**src/rtl/capture_gray_pipeline.sv**
```systemverilog
// Capture an RGB frame into an internal buffer, then replay it through an
// RGB-to-gray converter while a small FSM sequences capture, gray and filter.
module capture_gray_pipeline #(
  parameter int NPIX = 64
) (
  input  logic       clk,
  input  logic       rst_n,
  input  logic       start,
  input  logic       clear,
  input  logic       cam_valid,
  input  logic [7:0] cam_data,
  input  logic       rwm2_done,
  output logic       camera_enable,
  output logic       rwm2_enable,
  output logic       rw_2,
  output logic [7:0] gs_data,
  output logic       gs_valid,
  output logic       busy
);

  localparam int DEPTH = 3 * NPIX;
  localparam int AW    = $clog2(DEPTH);
  localparam int PW    = (NPIX > 1) ? $clog2(NPIX) : 1;
  localparam logic [AW-1:0] LAST_ADDR = AW'(DEPTH - 1);
  localparam logic [PW-1:0] LAST_PIX  = PW'(NPIX - 1);

  typedef enum logic [1:0] {IDLE, CAPTURE, GRAY, FILTER} state_t;

  state_t state_q, state_d;
  logic camera_enable_q, camera_enable_d;
  logic rwm2_enable_q, rwm2_enable_d;
  logic rw_2_q, rw_2_d;
  logic busy_q, busy_d;

  logic [7:0]    mem [DEPTH];
  logic [AW-1:0] wptr_q, wptr_d, rptr_q, rptr_d;
  logic          rwm1_done_q, rwm1_done_d;
  logic          rd_stop_q, rd_stop_d;
  logic          rd_valid_q, rd_valid_d;
  logic [7:0]    rd_data_q;
  logic [1:0]    byte_cnt_q, byte_cnt_d;
  logic [PW-1:0] pix_cnt_q, pix_cnt_d;
  logic [7:0]    r_q, r_d, g_q, g_d;
  logic [7:0]    gs_data_q, gs_data_d;
  logic          gs_valid_q, gs_valid_d;
  logic          gs_done_q, gs_done_d;

  logic          wr_en, rd_issue, pause, in_gray;
  logic [9:0]    sum;

  always_comb begin
    state_d = state_q;
    if (clear) begin
      state_d = IDLE;
    end else begin
      case (state_q)
        IDLE:    if (start)       state_d = CAPTURE;
        CAPTURE: if (rwm1_done_q) state_d = GRAY;
        GRAY:    if (gs_done_q)   state_d = FILTER;
        FILTER:  if (rwm2_done)   state_d = IDLE;
        default:                  state_d = IDLE;
      endcase
    end
    // Outputs are decoded from the next state so they register with it.
    camera_enable_d = (state_d == CAPTURE);
    rwm2_enable_d   = (state_d == GRAY) || (state_d == FILTER);
    rw_2_d          = (state_d == GRAY);
    busy_d          = (state_d != IDLE);
  end

  always_ff @(posedge clk or negedge rst_n) begin
    if (!rst_n) begin
      state_q         <= IDLE;
      camera_enable_q <= 1'b0;
      rwm2_enable_q   <= 1'b0;
      rw_2_q          <= 1'b0;
      busy_q          <= 1'b0;
    end else begin
      state_q         <= state_d;
      camera_enable_q <= camera_enable_d;
      rwm2_enable_q   <= rwm2_enable_d;
      rw_2_q          <= rw_2_d;
      busy_q          <= busy_d;
    end
  end

  assign in_gray  = (state_q == GRAY);
  assign wr_en    = (state_q == CAPTURE) && cam_valid && !clear;
  assign pause    = rd_valid_q && (byte_cnt_q == 2'd2);
  assign rd_issue = in_gray && !pause && !rd_stop_q && !clear;
  assign sum      = {2'b00, r_q} + {1'b0, g_q, 1'b0} + {2'b00, rd_data_q};

  always_comb begin
    wptr_d      = wptr_q;
    rwm1_done_d = 1'b0;
    if (clear) begin
      wptr_d = '0;
    end else if (wr_en) begin
      if (wptr_q == LAST_ADDR) begin
        wptr_d      = '0;
        rwm1_done_d = 1'b1;
      end else begin
        wptr_d = wptr_q + AW'(1);
      end
    end

    rptr_d     = rptr_q;
    rd_stop_d  = rd_stop_q;
    rd_valid_d = rd_issue;
    if (clear || !in_gray) begin
      rptr_d    = '0;
      rd_stop_d = 1'b0;
    end else if (rd_issue) begin
      if (rptr_q == LAST_ADDR) rd_stop_d = 1'b1;
      else                     rptr_d    = rptr_q + AW'(1);
    end

    byte_cnt_d = byte_cnt_q;
    pix_cnt_d  = pix_cnt_q;
    r_d        = r_q;
    g_d        = g_q;
    gs_data_d  = gs_data_q;
    gs_valid_d = 1'b0;
    gs_done_d  = 1'b0;
    if (clear) begin
      byte_cnt_d = 2'd0;
      pix_cnt_d  = '0;
    end else if (rd_valid_q) begin
      case (byte_cnt_q)
        2'd0: begin r_d = rd_data_q; byte_cnt_d = 2'd1; end
        2'd1: begin g_d = rd_data_q; byte_cnt_d = 2'd2; end
        default: begin
          gs_data_d  = sum[9:2];
          gs_valid_d = 1'b1;
          byte_cnt_d = 2'd0;
          if (pix_cnt_q == LAST_PIX) begin
            pix_cnt_d = '0;
            gs_done_d = 1'b1;
          end else begin
            pix_cnt_d = pix_cnt_q + PW'(1);
          end
        end
      endcase
    end
  end

  // The frame buffer itself is never reset; its contents are only meaningful after a capture.
  always_ff @(posedge clk) begin
    if (wr_en)    mem[wptr_q] <= cam_data;
    if (rd_issue) rd_data_q   <= mem[rptr_q];
  end

  always_ff @(posedge clk or negedge rst_n) begin
    if (!rst_n) begin
      wptr_q      <= '0;
      rptr_q      <= '0;
      rwm1_done_q <= 1'b0;
      rd_stop_q   <= 1'b0;
      rd_valid_q  <= 1'b0;
      byte_cnt_q  <= 2'd0;
      pix_cnt_q   <= '0;
      r_q         <= 8'd0;
      g_q         <= 8'd0;
      gs_data_q   <= 8'd0;
      gs_valid_q  <= 1'b0;
      gs_done_q   <= 1'b0;
    end else begin
      wptr_q      <= wptr_d;
      rptr_q      <= rptr_d;
      rwm1_done_q <= rwm1_done_d;
      rd_stop_q   <= rd_stop_d;
      rd_valid_q  <= rd_valid_d;
      byte_cnt_q  <= byte_cnt_d;
      pix_cnt_q   <= pix_cnt_d;
      r_q         <= r_d;
      g_q         <= g_d;
      gs_data_q   <= gs_data_d;
      gs_valid_q  <= gs_valid_d;
      gs_done_q   <= gs_done_d;
    end
  end

  assign camera_enable = camera_enable_q;
  assign rwm2_enable   = rwm2_enable_q;
  assign rw_2          = rw_2_q;
  assign busy          = busy_q;
  assign gs_data       = gs_data_q;
  assign gs_valid      = gs_valid_q;

endmodule

```
**config.mk**
```make
export PLATFORM = sky130hd
export DESIGN_NAME = capture_gray_pipeline
export DESIGN_NICKNAME = d
export VERILOG_FILES = /design/src/rtl/capture_gray_pipeline.sv
export SDC_FILE = /design/constraint.sdc
export NUM_CORES = 2
export LEC_CHECK = 0
export ABC_CLOCK_PERIOD_IN_PS = 2900
export BUFFER_PORTS_ARGS = -buffer_cell sky130_fd_sc_hd__buf_4
export CORE_MARGIN = 4
export CORE_UTILIZATION = 55
export CTS_BUF_LIST = sky130_fd_sc_hd__clkbuf_16
export CTS_CLUSTER_DIAMETER = 150
export DETAILED_ROUTE_END_ITERATION = 6
export PLACE_DENSITY_LB_ADDON = 0.1
export SKIP_LAST_GASP = 1
export SYNTH_ARGS = -nofsm -noshare
export SYNTH_HDL_FRONTEND = slang
export SYNTH_SLANG_ARGS = --single-unit
```
**constraint.sdc**
```tcl
create_clock -name clk -period 2.9 [get_ports clk]
set_input_delay 0.145 -clock clk [delete_from_list [all_inputs] [get_ports clk]]
set_output_delay 0.145 -clock clk [all_outputs]
set_load 0.05 [all_outputs]
```
# Yosys cells after proc, flatten, opt, wreduce, memory -nomap -nowiden
# Memory sizes are Yosys's and may differ from the RTL's. A register that Yosys moved wholly into a read port is not among the register bits.
# Cells that the tools add are included.
[totals]
memories = 1
mem_bits_rw = 1536
register_bits = 59
input_bits = 14
[op_classes]
add_sub_neg = 5
n_eq_ne = 13
muxes = 34
bitwise_logic = 2
n_reduce_logical = 26
[memory_table]
columns = ["memory", "depth", "word_bits", "read_ports", "rd_clocked_by_memory_dff", "wr", "line", "source"]
rows = [
  ["mem", 192, 8, 1, 1, 1, "35", "logic [7:0] mem [DEPTH];"],
]
[op_table]
columns = ["cell", "count"]
rows = [
  ["$mux 8", 6],
  ["$mux 6", 4],
  ["$add 8x1->8 const B", 2],
  ["$eq 8x8->1 const B", 2],
  ["$mux 1", 15],
  ["$mux 2", 7],
  ["$add 10x8->10", 1],
  ["$add 8x9->10", 1],
  ["$eq 2x2->1 const B", 5],
  ["$reduce_bool 2->1", 5],
  ["$reduce_and 3->1", 3],
  ["$pmux 2 s4", 1],
  ["$add 6x1->6 const B", 1],
  ["$eq 2x1->1 const B", 3],
  ["$eq 6x6->1 const B", 1],
  ["$logic_and 1x1->1", 6],
  ["$reduce_and 2->1", 3],
  ["$logic_not 1->1", 4],
  ["$logic_not 2->1", 2],
  ["$pmux 2 s2", 1],
  ["$logic_or 1x1->1", 2],
  ["$ne 2x1->1 const B", 1],
  ["$ne 2x2->1 const B", 1],
  ["$not 1->1", 2],
  ["$reduce_or 2->1", 1],
]

# Longest topological paths before layout
[logic_depth]
depth_word = 8
depth_mapped = 11
ltp_nobuf = 11

# Least setup slack after synthesis
# OpenSTA, ideal clock, no wires.
[synth_timing]
kind = "register -> register"
startpoint = "register rptr_q[0]"
endpoint = "register rd_data_q[7] (read register of mem) (data pin)"
required_ns = 2.632
path_slack_ns = 0.302
setup_ns = 0.268
path_stages_with_launch = 8
arrival_time_ns = 2.330
path_buffers = 2
path_cell_list = "dfrtp_1 -> buf_4 -> buf_2 -> mux4_2 -> mux4_2 -> mux2_2 -> o211ai_1 -> o21ai_0"
[synth_rtl]
columns = ["element", "line", "source"]
rows = [
  ["start, declared", "36", "logic [AW-1:0] wptr_q, wptr_d, rptr_q, rptr_d;"],
  ["start signal, assigned", "169", "rptr_q <= rptr_d;"],
  ["end, declared", "40", "logic [7:0] rd_data_q;"],
]

==> run_results.csv <==
group,metric,value,unit
logic_synthesis,synth_cell_type_count,58,
logic_synthesis,synth_area,62700,um^2
clock_tree,cts_tree,"done",
drt,ant_nets,0,
clock_tree,worstSkewPairLatency,0.76,ns
cells_and_area,layout.nets,3549,
logic_synthesis,yosys_warnings,0,
floorplanning,ios,27,
pwr,switchingPower,9.00,mW
sta,rsz0062_at_grt,"true",
global_routing,grt_max_degree,102,
global_routing,grt_pass1_wl,231000,um
drt,via_count,32380,
logic_synthesis,seq_area_frac_synth,0.763,
cells_and_area,nFillCells,7246,
pwr,leakagePower,23.9,nW
logic_synthesis,synth_edf_count,1544,
drt,detail_route.vias_per_cell,6.29,
clock_tree,cts_sinks,1603,
drt,drt_wl_total,158000,um
worst_setup_path,worstPathMaxFanout,35,
sta,max_freq,328,MHz
clock_tree,cts_buffer_depth,3,
sta,setup_slack,-0.144,ns
clock_tree,path_clk_slew,0.06,ns
global_routing,antenna_found_initial,2,
cells_and_area,areaGrowthSynthToFinish,18.8,%
floorplanning,initial_core_util,0.556,
sta,post-route-period-util,1.05,
worst_setup_path,cpMaxStageDelayCell,"dfrtp_4",
cells_and_area,drive_above_1_share,0.351,
sta,worstMarginPinSlew,0.962,ns
status,status,"finished, violations left",
logic_synthesis,synthCells,2985,
global_routing,grt_usage,0.266,
floorplanning,core,113000,um^2
cells_and_area,final_util,0.660,
placement,gp_congestion,0.896,
drt,route.detailed.drc,0,
worst_setup_path,cp.required,3.38,ns
cells_and_area,layout_common_cells,"edfxtp_1, buf_4, mux4_2",
clock_tree,numCtsBuffers,159,
cells_and_area,n_antenna_cell,0,
clock_tree,htree_levels,4,
logic_synthesis,syn_nets,3020,
worst_setup_path,critPathCaptureType,"flip-flop",
cells_and_area,design_area,74500,um^2
flow_run,drv_cap,0,
pwr,p_clk_frac,0.437,
clock_tree,cts_root_buf,"clkbuf_16",
sta,period_minus_slack,3.04,ns
logic_synthesis,synthFlopType,"edfxtp_1",
placement,placedCellCount,4783,
placement,io_buffers,26,
worst_setup_path,crit_type,"flip-flop to flip-flop",
logic_synthesis,async_flop_share,0.0368,
worst_setup_path,crit_chain,"buf_16 > buf_12 > mux4_2 > mux2i_1 > buf_4 > o21ai_0 > o32ai_2 > buf_4 > o21ai_0",
worst_setup_path,cp-start-kind,"flip-flop",
pwr,internal_power,37.2,mW
worst_setup_path,r2r-end,"rd_data_q[5]$_DFFE_PP_",
floorplanning,dieArea,119000,um^2
drt,routedWlPerCell,30.8,um
logic_synthesis,ys_ff_latch,1603,
placement,hpwl,101000,um
worst_setup_path,reg2regPathDepth,9,
pwr,pwr-share-seq,0.550,
cells_and_area,final_common_cell,"edfxtp_1",
pwr,power_frac_comb,0.013,
floorplanning,row_count,123,
sta,slew_headroom,0.358,
sta,setup_violations,8,
worst_setup_path,r2r_setup_slack,-0.14,ns
placement,dpl_cell_area,67800,um^2
global_routing,grt_pass1_vias,32858,
floorplanning,fp.dieH,346,um
sta,finalMaxSlewViolations,0,
placement,preCtsSetupSlack,-0.660,ns
floorplanning,die_x,346,um
global_routing,grt-ovfl-total,0,
sta,skew,0.0259,ns
pwr,sw_frac_of_total,0.195,
logic_synthesis,postSynthAreaPerCell,21.0,um^2
drt,firstDrtPassIters,5,
worst_setup_path,max_stage_delay,0.51,ns
cells_and_area,final_cells,5145,
hold_path,worstHoldPathType,"primary input to async pin",
pwr,p_per_area,620,nW/um^2
worst_setup_path,r2r_start,"rptr_q[1]$_DFFE_PN0P_",
pwr,irDropWorstVdd,0.000598,V
worst_setup_path,cp.arrival,3.53,ns
drt,drtIter0Drc,3759,
sta,finalHoldViolations,0,
status,violations,"negative setup slack",
sta,timing.hold.ws,0.0527,ns
critical path, delay by kind of cell, from the launching register on:
family	cells	cell delay (ns)
AO/OA/AOI/OAI	3	0.83
buffers and inverters	4	0.87
flip-flops	1	0.51
multiplexers	2	0.51
how the worst max path moves through the flow:
| stage | slack (ns) | endpoint | from |
|---|---|---|---|
| after global placement | -0.67 | rd_data_q[1]$_DFFE_PP_ | rptr_q[0]$_DFFE_PN0P_ |
| after CTS | -0.15 | rd_data_q[1]$_DFFE_PP_ | rptr_q[0]$_DFFE_PN0P_ |
| after floorplan | 0.30 | rd_data_q[7]$_DFFE_PP_ | rptr_q[0]$_DFFE_PN0P_ |
| after detailed placement | -0.66 | rd_data_q[1]$_DFFE_PP_ | rptr_q[0]$_DFFE_PN0P_ |
| final | -0.14 | rd_data_q[5]$_DFFE_PP_ | rptr_q[1]$_DFFE_PN0P_ |
| after global routing | -0.20 | rd_data_q[1]$_DFFE_PP_ | rptr_q[0]$_DFFE_PN0P_ |
sequential cells by signal, summed over array words and instances, names as in the netlist, 6 cells and up:
| register | flops |
|---|---|
| mem | 1536 |
| g_q | 8 |
| gs_data | 8 |
| r_q | 8 |
| rd_data_q | 8 |
| rptr_q | 8 |
| wptr_q | 8 |
| pix_cnt_q | 6 |
power by group through the flow:
stage | sequential (mW) | combinational [mW] | clock [mW]
6_report | 25.4 | 0.603 | 20.2
4_1_cts | 25.4 | 0.606 | 20.5
3_3_place_gp | 25.9 | 0.552 | 0
5_1_grt | 25.4 | 0.651 | 21.6
3_5_place_dp | 25.9 | 0.590 | 0
2_1_floorplan | 25.9 | 0.0732 | 0
cell usage after synthesis (7+ instances only):
master	n	area [um^2]
mux2i_1	102	1020
inv_1	13	48.8
o221ai_1	14	123
nor2_1	247	927
o21ai_0	32	160
nand3_1	13	65.1
o22ai_1	14	87.6
buf_1	23	86.3
buf_2	47	235
clkbuf_1	82	308
mux2_2	26	293
xor2_1	12	105
a21oi_1	33	165
or2_2	11	68.8
ha_1	13	163
a22oi_1	36	270
nand2b_1	8	50.1
a211oi_1	30	225
fa_1	8	160
and2_1	8	50.1
o211ai_1	11	82.6
o2111ai_1	7	61.3
mux4_2	393	8850
nor3_1	9	45.0
nor2b_1	18	113
buf_4	25	188
edfxtp_1	1544	46400
nand2_1	68	255
a22o_1	11	96.3
dfrtp_1	59	1480
cell type report:
cell class,instances,area (um^2),area share
Sequential cell,1603,47900,0.642
Inverter,13,48.8,0.000655
Tap cell,1500,1880,0.0252
Clock inverter,126,1000,0.0135
Timing Repair Buffer,551,5150,0.0692
Multi-Input combinational cell,1186,14400,0.193
Clock buffer,166,4150,0.0558
layer usage:
| layer | part of all wire | GRT usage | routed length [um] | vias up |
|---|---|---|---|---|
| li1 | - | - | - | 13397 |
| met1 | 0.41 | 0.394 | 64200 | 17108 |
| met2 | 0.48 | 0.413 | 75900 | 1606 |
| met3 | 0.086 | 0.0468 | 13600 | 269 |
| met4 | 0.030 | 0.0826 | 4710 | 0 |
| met5 | 0 | 0 | 0 | - |
through the flow:
| step | setup TNS [ns] | power (mW) |
|---|---|---|
| 6_report | -0.767 | 46.2 |
| 5_1_grt | -1.19 | 47.6 |
| 4_1_cts | -1.01 | 46.5 |
| 3_5_place_dp | -3.90 | 26.5 |
| 3_3_place_gp | -3.85 | 26.4 |
| 2_1_floorplan | 0 | 26.0 |
logic make-up (layout without fill, tap and decap cells):
| logic type | count (synthesis) | after routing | share of synthesized area |
|---|---|---|---|
| AOI/OAI and AO/OA | 216 | 216 | 0.0240 |
| xor gates and xnor gates | 16 | 16 | 0.00224 |
| adders and majority gates | 21 | 21 | 0.00515 |
| buffers and inverters | 196 | 856 | 0.0149 |
| DFF | 1603 | 1603 | 0.763 |
| muxes | 521 | 521 | 0.162 |
| and+or+nand+nor | 412 | 412 | 0.0285 |
repair_timing:
action,4_1_cts,5_1_grt
pin swaps,12,14
buffers inserted,17,36
cloned,6,5
hold endpoints to repair,558,0
resized for setup,67,69
hold buffers,13,0
endpoints found under the setup margin,10,12
Note: power is estimated with default switching activity, not from simulation.
